--- config.mk ---
export PLATFORM = sky130hd
export DESIGN_NAME = lsu_mem_master_flat
export DESIGN_NICKNAME = d
export VERILOG_FILES = /design/src/rtl/lsu_mem_master_pkg.sv /design/src/rtl/lsu_mem_master_if.sv /design/src/rtl/lsu_lane.sv /design/src/rtl/lsu_mem_master.sv /design/src/flat_wrapper.sv
export SDC_FILE = /design/constraint.sdc
export NUM_CORES = 1
export LEC_CHECK = 0
export CORE_ASPECT_RATIO = 1.5
export CORE_MARGIN = 2
export CORE_UTILIZATION = 35
export DETAILED_ROUTE_END_ITERATION = 10
export SYNTH_ARGS = -nofsm -noshare
export SYNTH_HDL_FRONTEND = slang
export SYNTH_SLANG_ARGS = --single-unit
--- constraint.sdc ---
create_clock -name CLK -period 8.54 [get_ports CLK]
set_input_delay 2.562 -clock CLK [delete_from_list [all_inputs] [get_ports CLK]]
set_output_delay 2.562 -clock CLK [all_outputs]
set_load 0.05 [all_outputs]
--- src/rtl/lsu_mem_master_pkg.sv ---
// Shared encodings for the load/store initiator: FUNCT3 codes, FSM states,
// the latched request record and width/legality helpers.
package lsu_pkg;

  localparam logic [2:0] F3_B  = 3'b000;
  localparam logic [2:0] F3_H  = 3'b001;
  localparam logic [2:0] F3_W  = 3'b010;
  localparam logic [2:0] F3_BU = 3'b100;
  localparam logic [2:0] F3_HU = 3'b101;

  typedef enum logic [2:0] {
    S_IDLE, S_RD0, S_RD1, S_WR0, S_WR1, S_DONE
  } state_t;

  typedef struct packed {
    logic        write;
    logic [2:0]  funct3;
    logic [29:0] w0;
    logic [1:0]  off;
    logic [2:0]  size;
    logic        split;
    logic [31:0] wdata;
  } req_t;

  function automatic logic [2:0] size_of(input logic [2:0] funct3);
    case (funct3[1:0])
      2'b00:   return 3'd1;
      2'b01:   return 3'd2;
      default: return 3'd4;
    endcase
  endfunction

  // Unsigned widths exist only for loads.
  function automatic logic f3_legal(input logic write, input logic [2:0] funct3);
    case (funct3)
      F3_B, F3_H, F3_W: return 1'b1;
      F3_BU, F3_HU:     return !write;
      default:          return 1'b0;
    endcase
  endfunction

endpackage

--- src/rtl/lsu_mem_master_if.sv ---
// Core-side REQ/BUSY/DONE handshake plus the data_memory port, bundled.
interface lsu_mem_master_if #(parameter int MEM_AW = 32);
  logic              REQ;
  logic              WRITE;
  logic [2:0]        FUNCT3;
  logic [31:0]       ADDR;
  logic [31:0]       WDATA;
  logic              BUSY;
  logic              DONE;
  logic              ERR;
  logic [31:0]       RDATA;
  logic              MEM_WE;
  logic [MEM_AW-1:0] MEM_A;
  logic [31:0]       MEM_WD;
  logic [31:0]       MEM_RD;

  modport master (
    input  REQ, WRITE, FUNCT3, ADDR, WDATA, MEM_RD,
    output BUSY, DONE, ERR, RDATA, MEM_WE, MEM_A, MEM_WD
  );

  modport slave (
    output REQ, WRITE, FUNCT3, ADDR, WDATA, MEM_RD,
    input  BUSY, DONE, ERR, RDATA, MEM_WE, MEM_A, MEM_WD
  );
endinterface

--- src/rtl/lsu_lane.sv ---
// Combinational byte-lane datapath: store merge into one word of the 8-byte
// window {w1,w0}, and load extract with sign/zero extension.
module lsu_lane
  import lsu_pkg::*;
(
  input  logic [31:0] bufw,
  input  logic [31:0] wdata,
  input  logic [1:0]  off,
  input  logic [2:0]  size,
  input  logic        wsel,
  input  logic [2:0]  funct3,
  input  logic [31:0] ld_lo,
  input  logic [31:0] ld_hi,
  output logic [31:0] merged,
  output logic [31:0] ldata
);

  logic [31:0] win;
  logic [2:0]  lo, hi;

  assign lo = {1'b0, off};
  assign hi = lo + size;

  // g is the byte's position in the 8-byte window; it is replaced when it falls in [off, off+size).
  for (genvar j = 0; j < 4; j++) begin : g_byte
    logic [2:0] g;
    logic [1:0] k;
    logic       hit;
    assign g   = {wsel, 2'(j)};
    assign k   = g[1:0] - off;
    assign hit = (g >= lo) && (g < hi);
    assign merged[j*8 +: 8] = hit ? wdata[{k, 3'b000} +: 8] : bufw[j*8 +: 8];
  end

  assign win = 32'({ld_hi, ld_lo} >> {off, 3'b000});

  always_comb begin
    ldata = win;
    case (funct3)
      F3_B:    ldata = {{24{win[7]}}, win[7:0]};
      F3_H:    ldata = {{16{win[15]}}, win[15:0]};
      F3_BU:   ldata = {24'h0, win[7:0]};
      F3_HU:   ldata = {16'h0, win[15:0]};
      default: ldata = win;
    endcase
  end

endmodule

--- src/rtl/lsu_mem_master.sv ---
// Load/store initiator: turns byte-addressed RISC-V accesses into word cycles
// on data_memory, with read-modify-write for sub-word stores and word splitting.
module lsu_mem_master
  import lsu_pkg::*;
#(
  parameter int MEM_AW = 32
) (
  input logic                CLK,
  input logic                RST_N,
  lsu_mem_master_if.master   bus
);

  state_t            state;
  req_t              rq;
  logic [31:0]       buf0, buf1, rdata;
  logic              busy, done, err, mem_we;
  logic [MEM_AW-1:0] mem_a;
  logic [29:0]       w1;
  logic [2:0]        a_size;
  logic              a_split, a_legal, a_swa;
  logic              wsel;
  logic [31:0]       lane_buf, ld_lo, ld_hi, merged, ldata;

  assign a_size  = size_of(bus.FUNCT3);
  assign a_split = ({1'b0, bus.ADDR[1:0]} + a_size) > 3'd4;
  assign a_legal = f3_legal(bus.WRITE, bus.FUNCT3);
  assign a_swa   = bus.WRITE && (bus.FUNCT3 == F3_W) && (bus.ADDR[1:0] == 2'b00);
  assign w1      = rq.w0 + 30'd1;

  // Loads finalize on the edge leaving RD0/RD1, so the word being read comes straight from MEM_RD.
  assign wsel     = (state == S_WR1);
  assign lane_buf = wsel ? buf1 : buf0;
  assign ld_lo    = (state == S_RD0) ? bus.MEM_RD : buf0;
  assign ld_hi    = (state == S_RD1) ? bus.MEM_RD : buf1;

  lsu_lane u_lane (
    .bufw   (lane_buf),
    .wdata  (rq.wdata),
    .off    (rq.off),
    .size   (rq.size),
    .wsel   (wsel),
    .funct3 (rq.funct3),
    .ld_lo  (ld_lo),
    .ld_hi  (ld_hi),
    .merged (merged),
    .ldata  (ldata)
  );

  always_ff @(posedge CLK or negedge RST_N) begin
    if (!RST_N) begin
      state  <= S_IDLE;
      rq     <= '0;
      buf0   <= '0;
      buf1   <= '0;
      busy   <= 1'b0;
      done   <= 1'b0;
      err    <= 1'b0;
      rdata  <= '0;
      mem_we <= 1'b0;
      mem_a  <= '0;
    end else begin
      case (state)
        S_IDLE: if (bus.REQ) begin
          rq.write  <= bus.WRITE;
          rq.funct3 <= bus.FUNCT3;
          rq.w0     <= bus.ADDR[31:2];
          rq.off    <= bus.ADDR[1:0];
          rq.size   <= a_size;
          rq.split  <= a_split;
          rq.wdata  <= bus.WDATA;
          busy      <= 1'b1;
          err       <= 1'b0;
          if (!a_legal) begin
            state <= S_DONE;
            done  <= 1'b1;
            err   <= 1'b1;
          end else if (a_swa) begin
            state  <= S_WR0;
            mem_we <= 1'b1;
            mem_a  <= MEM_AW'(bus.ADDR[31:2]);
          end else begin
            state <= S_RD0;
            mem_a <= MEM_AW'(bus.ADDR[31:2]);
          end
        end
        S_RD0: begin
          buf0 <= bus.MEM_RD;
          if (rq.write) begin
            state  <= S_WR0;
            mem_we <= 1'b1;
          end else if (rq.split) begin
            state <= S_RD1;
            mem_a <= MEM_AW'(w1);
          end else begin
            state <= S_DONE;
            rdata <= ldata;
            done  <= 1'b1;
          end
        end
        S_WR0: begin
          mem_we <= 1'b0;
          if (rq.split) begin
            state <= S_RD1;
            mem_a <= MEM_AW'(w1);
          end else begin
            state <= S_DONE;
            done  <= 1'b1;
          end
        end
        S_RD1: begin
          buf1 <= bus.MEM_RD;
          if (rq.write) begin
            state  <= S_WR1;
            mem_we <= 1'b1;
          end else begin
            state <= S_DONE;
            rdata <= ldata;
            done  <= 1'b1;
          end
        end
        S_WR1: begin
          mem_we <= 1'b0;
          state  <= S_DONE;
          done   <= 1'b1;
        end
        S_DONE: begin
          state <= S_IDLE;
          busy  <= 1'b0;
          done  <= 1'b0;
        end
        default: state <= S_IDLE;
      endcase
    end
  end

  assign bus.BUSY   = busy;
  assign bus.DONE   = done;
  assign bus.ERR    = err;
  assign bus.RDATA  = rdata;
  assign bus.MEM_WE = mem_we;
  assign bus.MEM_A  = mem_a;
  assign bus.MEM_WD = mem_we ? merged : 32'h0;

endmodule
--- src/flat_wrapper.sv ---
// flat-port wrapper written by rule: the top's interface ports become plain ports
module lsu_mem_master_flat import lsu_pkg::*;
#(
  parameter int MEM_AW = 32
)
  (CLK, RST_N, bus_REQ, bus_WRITE, bus_FUNCT3, bus_ADDR, bus_WDATA, bus_MEM_RD, bus_BUSY, bus_DONE, bus_ERR, bus_RDATA, bus_MEM_WE, bus_MEM_A, bus_MEM_WD);
  lsu_mem_master_if #(.MEM_AW(MEM_AW)) bus_i ();
  input logic CLK;
  input logic RST_N;
  input wire logic [$bits(bus_i.REQ)-1:0] bus_REQ;
  input wire logic [$bits(bus_i.WRITE)-1:0] bus_WRITE;
  input wire logic [$bits(bus_i.FUNCT3)-1:0] bus_FUNCT3;
  input wire logic [$bits(bus_i.ADDR)-1:0] bus_ADDR;
  input wire logic [$bits(bus_i.WDATA)-1:0] bus_WDATA;
  input wire logic [$bits(bus_i.MEM_RD)-1:0] bus_MEM_RD;
  output wire logic [$bits(bus_i.BUSY)-1:0] bus_BUSY;
  output wire logic [$bits(bus_i.DONE)-1:0] bus_DONE;
  output wire logic [$bits(bus_i.ERR)-1:0] bus_ERR;
  output wire logic [$bits(bus_i.RDATA)-1:0] bus_RDATA;
  output wire logic [$bits(bus_i.MEM_WE)-1:0] bus_MEM_WE;
  output wire logic [$bits(bus_i.MEM_A)-1:0] bus_MEM_A;
  output wire logic [$bits(bus_i.MEM_WD)-1:0] bus_MEM_WD;
  assign bus_i.REQ = bus_REQ;
  assign bus_i.WRITE = bus_WRITE;
  assign bus_i.FUNCT3 = bus_FUNCT3;
  assign bus_i.ADDR = bus_ADDR;
  assign bus_i.WDATA = bus_WDATA;
  assign bus_i.MEM_RD = bus_MEM_RD;
  assign bus_BUSY = bus_i.BUSY;
  assign bus_DONE = bus_i.DONE;
  assign bus_ERR = bus_i.ERR;
  assign bus_RDATA = bus_i.RDATA;
  assign bus_MEM_WE = bus_i.MEM_WE;
  assign bus_MEM_A = bus_i.MEM_A;
  assign bus_MEM_WD = bus_i.MEM_WD;
  lsu_mem_master #(.MEM_AW(MEM_AW)) u_core (.CLK(CLK), .RST_N(RST_N), .bus(bus_i));
endmodule
* After elaboration in Yosys (flattened, before gate mapping) *
Index checks and enable logic that the tools add are counted.

word-level totals
  register bits after elaboration = 207
  latch bits = 0
  bits in writable memories = 0
  bits in read-only memories = 0
  input port bits = 103
  word-level logic and storage cells = 126
  memories = 0

operators by class
  $add $sub $neg = 7
  multiply operators = 0
  div/mod/pow operators = 0
  magnitude comparators = 9
  eq/ne operators = 21
  shift operators = 5
  mux-type cells = 41
  bitwise operators = 0
  reduce and logical (&&, ||, !) cells = 27

operators with widths
  operator                                       number
  two-way mux 32 bit                             11
  case mux 32 bit (4 select lines)               1
  variable part select 32 x 6 -> 8 bit           4
  case mux 32 bit (3 select lines)               1
  case mux 32 bit (2 select lines)               1
  >> shifter 64 x 5 -> 32 bit                    1
  two-way mux 8 bit                              4
  adder 30 x 1 -> 30 bit, second input constant  1
  == test 3 bit, second input constant           6
  case mux 3 bit (5 select lines)                1
  >= comparator 3 x 2 -> 1 bit                   4
  less-than comparator 3 bit                     4
  two-way mux 1 bit                              12
  two-way mux 3 bit                              4
  != test 2 bit, second input constant           5
  AND reduction 5 bit                            2
  == test 3 x 1 -> 1 bit, second input constant  3
  == test 3 x 2 -> 1 bit, second input constant  3
  logical NOT 3 bit                              3
  AND reduction 4 bit                            2
  adder 2 x 3 -> 3 bit                           2
  logical AND 1 bit                              6
  != test 2 x 1 -> 1 bit, second input constant  3
  case mux 1 bit (6 select lines)                1
  other kinds (16)                               25

* Longest topological paths before layout *
  word-level depth = 7
  mapped depth = 11
  gate-level depth less buffers = 9

* Hierarchy *
Synthesis repeated with hierarchy kept, for this count alone.

second synthesis, totals
  cells, all modules = 1097
  area, all modules = 11918.9 µm²

by module, submodules not included
  module          times used  cells each  area each (µm²)  seq. area each (µm²)
  lsu_mem_master  1           889         9517.9           5129.9
  lsu_lane        1           208         2401.1           0.0

* Worst setup path before layout *
OpenSTA, ideal clock, no wires.

  path kind = register -> output
  start = register, netlist name u_core.rq[36]
  end = output port bus_MEM_WD[22]
  arrival time = 4.216 ns
  data required time = 5.978 ns
  path slack = 1.762 ns
  cell stages (with the launch flop) = 12
  buffers on the path = 6
  cells stage by stage = dfrtp_1 > buf_2 > inv_1 > clkbuf_1 > clkbuf_1 > clkbuf_1 > ha_1 > clkbuf_1 > clkbuf_1 > mux4_2 > nor2_1 > a311oi_1

on the way
  word-level cells in the longest chain between the ends = 5

ends and longest elaborated chain
  what                                                      line                   text
  branches (longest 3 deep; another with subtractor 2 bit)  -
  two-way mux 8 bit (*)                                     lsu_lane.sv:32         assign merged[j*8 +: 8] = hit ? wdata[{k, 3'b000} +: 8] : bufw[j*8 +: 8];
  two-way mux 32 bit (*)                                    lsu_mem_master.sv:142  assign bus.MEM_WD = mem_we ? merged : 32'h0;
  end, declared                                             flat_wrapper.sv:22     output wire logic [$bits(bus_i.MEM_WD)-1:0] bus_MEM_WD;

Mark *: on every way between the ends.

* Final worst setup path *
  start = register u_core.state[1]
  end = output port bus_MEM_WD[14]

on the way
  word-level cells in the longest chain between the ends = 5

ends and longest elaborated chain
  what                                                                               line                   text
  start, declared                                                                    lsu_mem_master.sv:13   state_t state;
  start signal, assigned                                                             lsu_mem_master.sv:51   state <= S_IDLE;
  start signal, assigned                                                             lsu_mem_master.sv:74   state <= S_DONE;
  start signal, assigned                                                             lsu_mem_master.sv:78   state <= S_WR0;
  == test 3 bit (*)                                                                  lsu_mem_master.sv:31   assign wsel = (state == S_WR1);
  >= comparator 3 x 2 -> 1 bit / less-than comparator 3 bit (equally long branches)  lsu_lane.sv:31         assign hit = (g >= lo) && (g < hi);
  logical AND 1 bit                                                                  lsu_lane.sv:31
  two-way mux 8 bit (*)                                                              lsu_lane.sv:32
  two-way mux 32 bit (*)                                                             lsu_mem_master.sv:142

Every way passes the cells marked *; elsewhere a longest branch is shown, timed or not.

==> metrics.log <==
[metrics] commonest non-fill, non-tap cell in the layout: sky130_fd_sc_hd__nand2_1
[metrics] Req. time, crit path: 5.98 ns
[metrics] post-DP HPWL: 25,500 um
[metrics] Worst Path Class, Setup: register to primary output
[metrics] part of the cycle the worst path needs: 0.875
[metrics] Startpoint Class: register
[metrics] multi-input gate area in the final layout: 5730 um^2
[metrics] summed instance area of the synthesized netlist: 11,400 um^2
[metrics] total of fill cells in the finished design: 3,088
[metrics] shortest clock period the worst path allows after layout: 7.47 ns
[metrics] number of slew-limit violations in the final report: 0
[metrics] via density per instance: 5.39
[metrics] commonest cells after routing, fill and taps aside: sky130_fd_sc_hd__nand2_1 (300), sky130_fd_sc_hd__dfrtp_1 (203), sky130_fd_sc_hd__clkdlybuf4s50_1 (199)
[metrics] row count: 80
[metrics] Critical Path Most Common Cell: sky130_fd_sc_hd__buf_4
[metrics] first-pass GRT wire length: 55,200 um
[metrics] final setup vio count: 0
[metrics] leading register cell type out of synthesis: sky130_fd_sc_hd__dfrtp_1
[metrics] max-cap violations: 0
[metrics] #FFs+latches synth: 205
[metrics] drc violations: 0
[metrics] Synth warnings: 0
[metrics] worst slack at placement: 1.65 ns
[metrics] Slew headroom: 0.211
[metrics] final worst slack: 1.07 ns
[metrics] Worst Path Max Fanout: 26
[metrics] number of global-route vias before repair: 9,815
[metrics] setup TNS after final layout: 0 ns
[metrics] worst-case clock buffer depth: 3
[metrics] WL per Instance: 19.9 um
[metrics] Worst-path clk slew: 0.06 ns
[metrics] crit path cell chain: nor2_1 > nand2_1 > buf_4 > inv_2 > buf_4 > ha_1 > a21oi_1 > o21ai_1 > buf_4 > nor2_1 > a311oi_1 > clkdlybuf4s50_1
[metrics] Buffers on Ports: 200
[metrics] DRC violation total after the first TritonRoute iteration: 543
[metrics] synthesized area divided by synthesized cell count: 9.63 um^2
[metrics] initial standard-cell utilization of the core: 0.356
[metrics] number of iterations in the first detailed-routing pass: 5
[metrics] grt total ovfl: 0
[metrics] largest net degree at the start of global routing: 118
[metrics] proportion of synthesized flip-flops having asynchronous set or reset: 1.00
[metrics] Skew-Pair Late Insertion Delay: 0.51 ns
[metrics] layout net count: 1,457
[metrics] die span in x: 151 um
[metrics] run status: complete, no violations
[metrics] total setup buffers inserted after CTS: 0
[metrics] post-route antenna net violation count: 0
[metrics] share of cells above drive strength 1: 0.110
[metrics] post-cts repair resize count: 0
[metrics] highest routed layer: met5
[metrics] chip height: 225 um
[metrics] RSZ-0062 raised after global routing: no
[metrics] Cell Area, Placed: 13,800 um^2
[metrics] total global routing track utilization: 0.208
[metrics] setup clock skew after layout: 0.0120 ns
[metrics] post-route cell area: 14,500 um^2
[metrics] final core area utilization: 0.454
[metrics] Clock Sinks: 205
[metrics] area growth from synthesis to final layout: 27.5%
[metrics] kind of capture point of the worst setup path: primary output
[metrics] Arrival @ worst endpoint: 4.91 ns
[metrics] wire length on met2: 17,300 um
[metrics] TritonCTS clock tree: done
[metrics] final hold violations: 0
[metrics] Hold-fix buffers, CTS: 0
[metrics] Cell variety after synth: 57
[metrics] Total Wirelength: 35,200 um
[metrics] Met3 Routed Length: 2460 um
[metrics] count of mapped cells out of synthesis: 1,182
[metrics] delay of the slowest critical-path stage: 0.88 ns
[metrics] I/O Pins: 203
[metrics] number of buffers inserted during clock tree synthesis: 22
[metrics] measured slew at the worst slew-check pin: 1.18 ns
[metrics] final weighted congestion in routability-driven placement: 0.892
[metrics] EDFF count, synth: 0
[metrics] footprint of the flip-flops and latches: 5130 um^2
[metrics] Std-Cell Core Area: 31,900 um^2
[metrics] post-synthesis sequential area ratio: 0.451
[metrics] cell with the largest stage delay on the worst path: sky130_fd_sc_hd__clkdlybuf4s50_1
[metrics] class of the worst hold path: register to register
[metrics] met1 wire length: 14,300 um
[metrics] fmax: 134 MHz
[metrics] Die Outline Area: 34,000 um^2
[metrics] initial antenna violation count: 4
[metrics] clock root cell: sky130_fd_sc_hd__clkbuf_16
[metrics] vias after detailed routing: 9,558
[metrics] htree depth: 1
[routing by layer]
metal  global-route usage  vias up
li1                     -     4474
met5                    0        -
met4               0.0817        4
met1                0.261     4713
met3               0.0424       59
met2                0.351      308
[final timing paths]
check	from	endpoint	slack [ns]	depth (start not counted)
setup reg to reg	u_core.state[2]	u_core.bus.RDATA[20]	4.64	5
max in group asynchronous	RST_N	u_core.bus.RDATA[15]	5.12	2
setup / recovery	u_core.state[1]	bus_MEM_WD[14]	1.07	12
hold reg to reg	u_core.bus.ERR	u_core.bus.ERR	0.48	2
min in group asynchronous	RST_N	u_core.buf0[3]	2.16	1
hold / removal	u_core.bus.ERR	u_core.bus.ERR	0.48	2
[kinds of logic after synthesis]
logic type,share of synthesized area
other cells,0.000330
fa+ha+maj,0.0112
compound gates,0.118
buf+inv,0.0493
simple gates,0.172
mux,0.182
xor+xnor,0.0162
flops,0.451
[flip-flops by register name, indices dropped and copies added, names as in the netlist]
signal,count
u_core.bus.RDATA,32
u_core.bus.DONE,1
u_core.bus.BUSY,1
u_core.rq,72
u_core.bus.ERR,1
u_core.bus.MEM_A,30
u_core.buf1,32
u_core.buf0,32
u_core.bus.MEM_WE,1
u_core.state,3
[per-stage QoR]
| step | hold WS, ns | cells |
|---|---|---|
| 5_1_grt | 0.509 | 1772 |
| 3_5_place_dp | 0.465 | 1731 |
| 6_report | 0.479 | 1773 |
| 2_1_floorplan | 0.465 | 1183 |
| 4_1_cts | 0.488 | 1771 |
| 3_3_place_gp | 0.464 | 1731 |
[layout make-up]
| type | instances | area share |
|---|---|---|
| clock inverters | 5 | 0.00690 |
| diodes | 2 | 0.000345 |
| repair buffers | 221 | 0.149 |
| inverters | 57 | 0.0147 |
| well taps | 410 | 0.0354 |
| multi-input cells | 838 | 0.395 |
| flip-flops and latches | 205 | 0.354 |
| clock buffers | 35 | 0.0448 |
[worst max-delay path, delay by kind of cell, from the launching register on]
family / cells / cell delay, ns
AOI/OAI and AO/OA: 3 / 0.90
adders and majority gates: 1 / 0.25
buffers and inverters: 5 / 2.07
DFF: 1 / 0.55
and+or+nand+nor: 3 / 0.63
[synth_stat cells (all sizes together), types with 10 or more instances]
| library cell | number | area share |
|---|---|---|
| a311oi | 26 | 0.020 |
| inv | 56 | 0.018 |
| nor3 | 22 | 0.0097 |
| o22a | 17 | 0.013 |
| o211ai | 23 | 0.015 |
| mux4 | 51 | 0.10 |
| xor2 | 10 | 0.0077 |
| a21oi | 20 | 0.0088 |
| buf | 19 | 0.0093 |
| o21ai | 50 | 0.022 |
| mux2 | 31 | 0.031 |
| nand2 | 300 | 0.099 |
| nand3 | 12 | 0.0053 |
| nor2 | 98 | 0.032 |
| a211oi | 13 | 0.0086 |
| dfrtp | 205 | 0.45 |
| clkbuf | 64 | 0.021 |
| mux2i | 57 | 0.050 |
| a31oi | 15 | 0.0082 |
| xnor2 | 11 | 0.0085 |
Power is left out: the tool's default activity adds up to more than one toggle a clock period on the data nets, which glitch-free logic cannot reach.
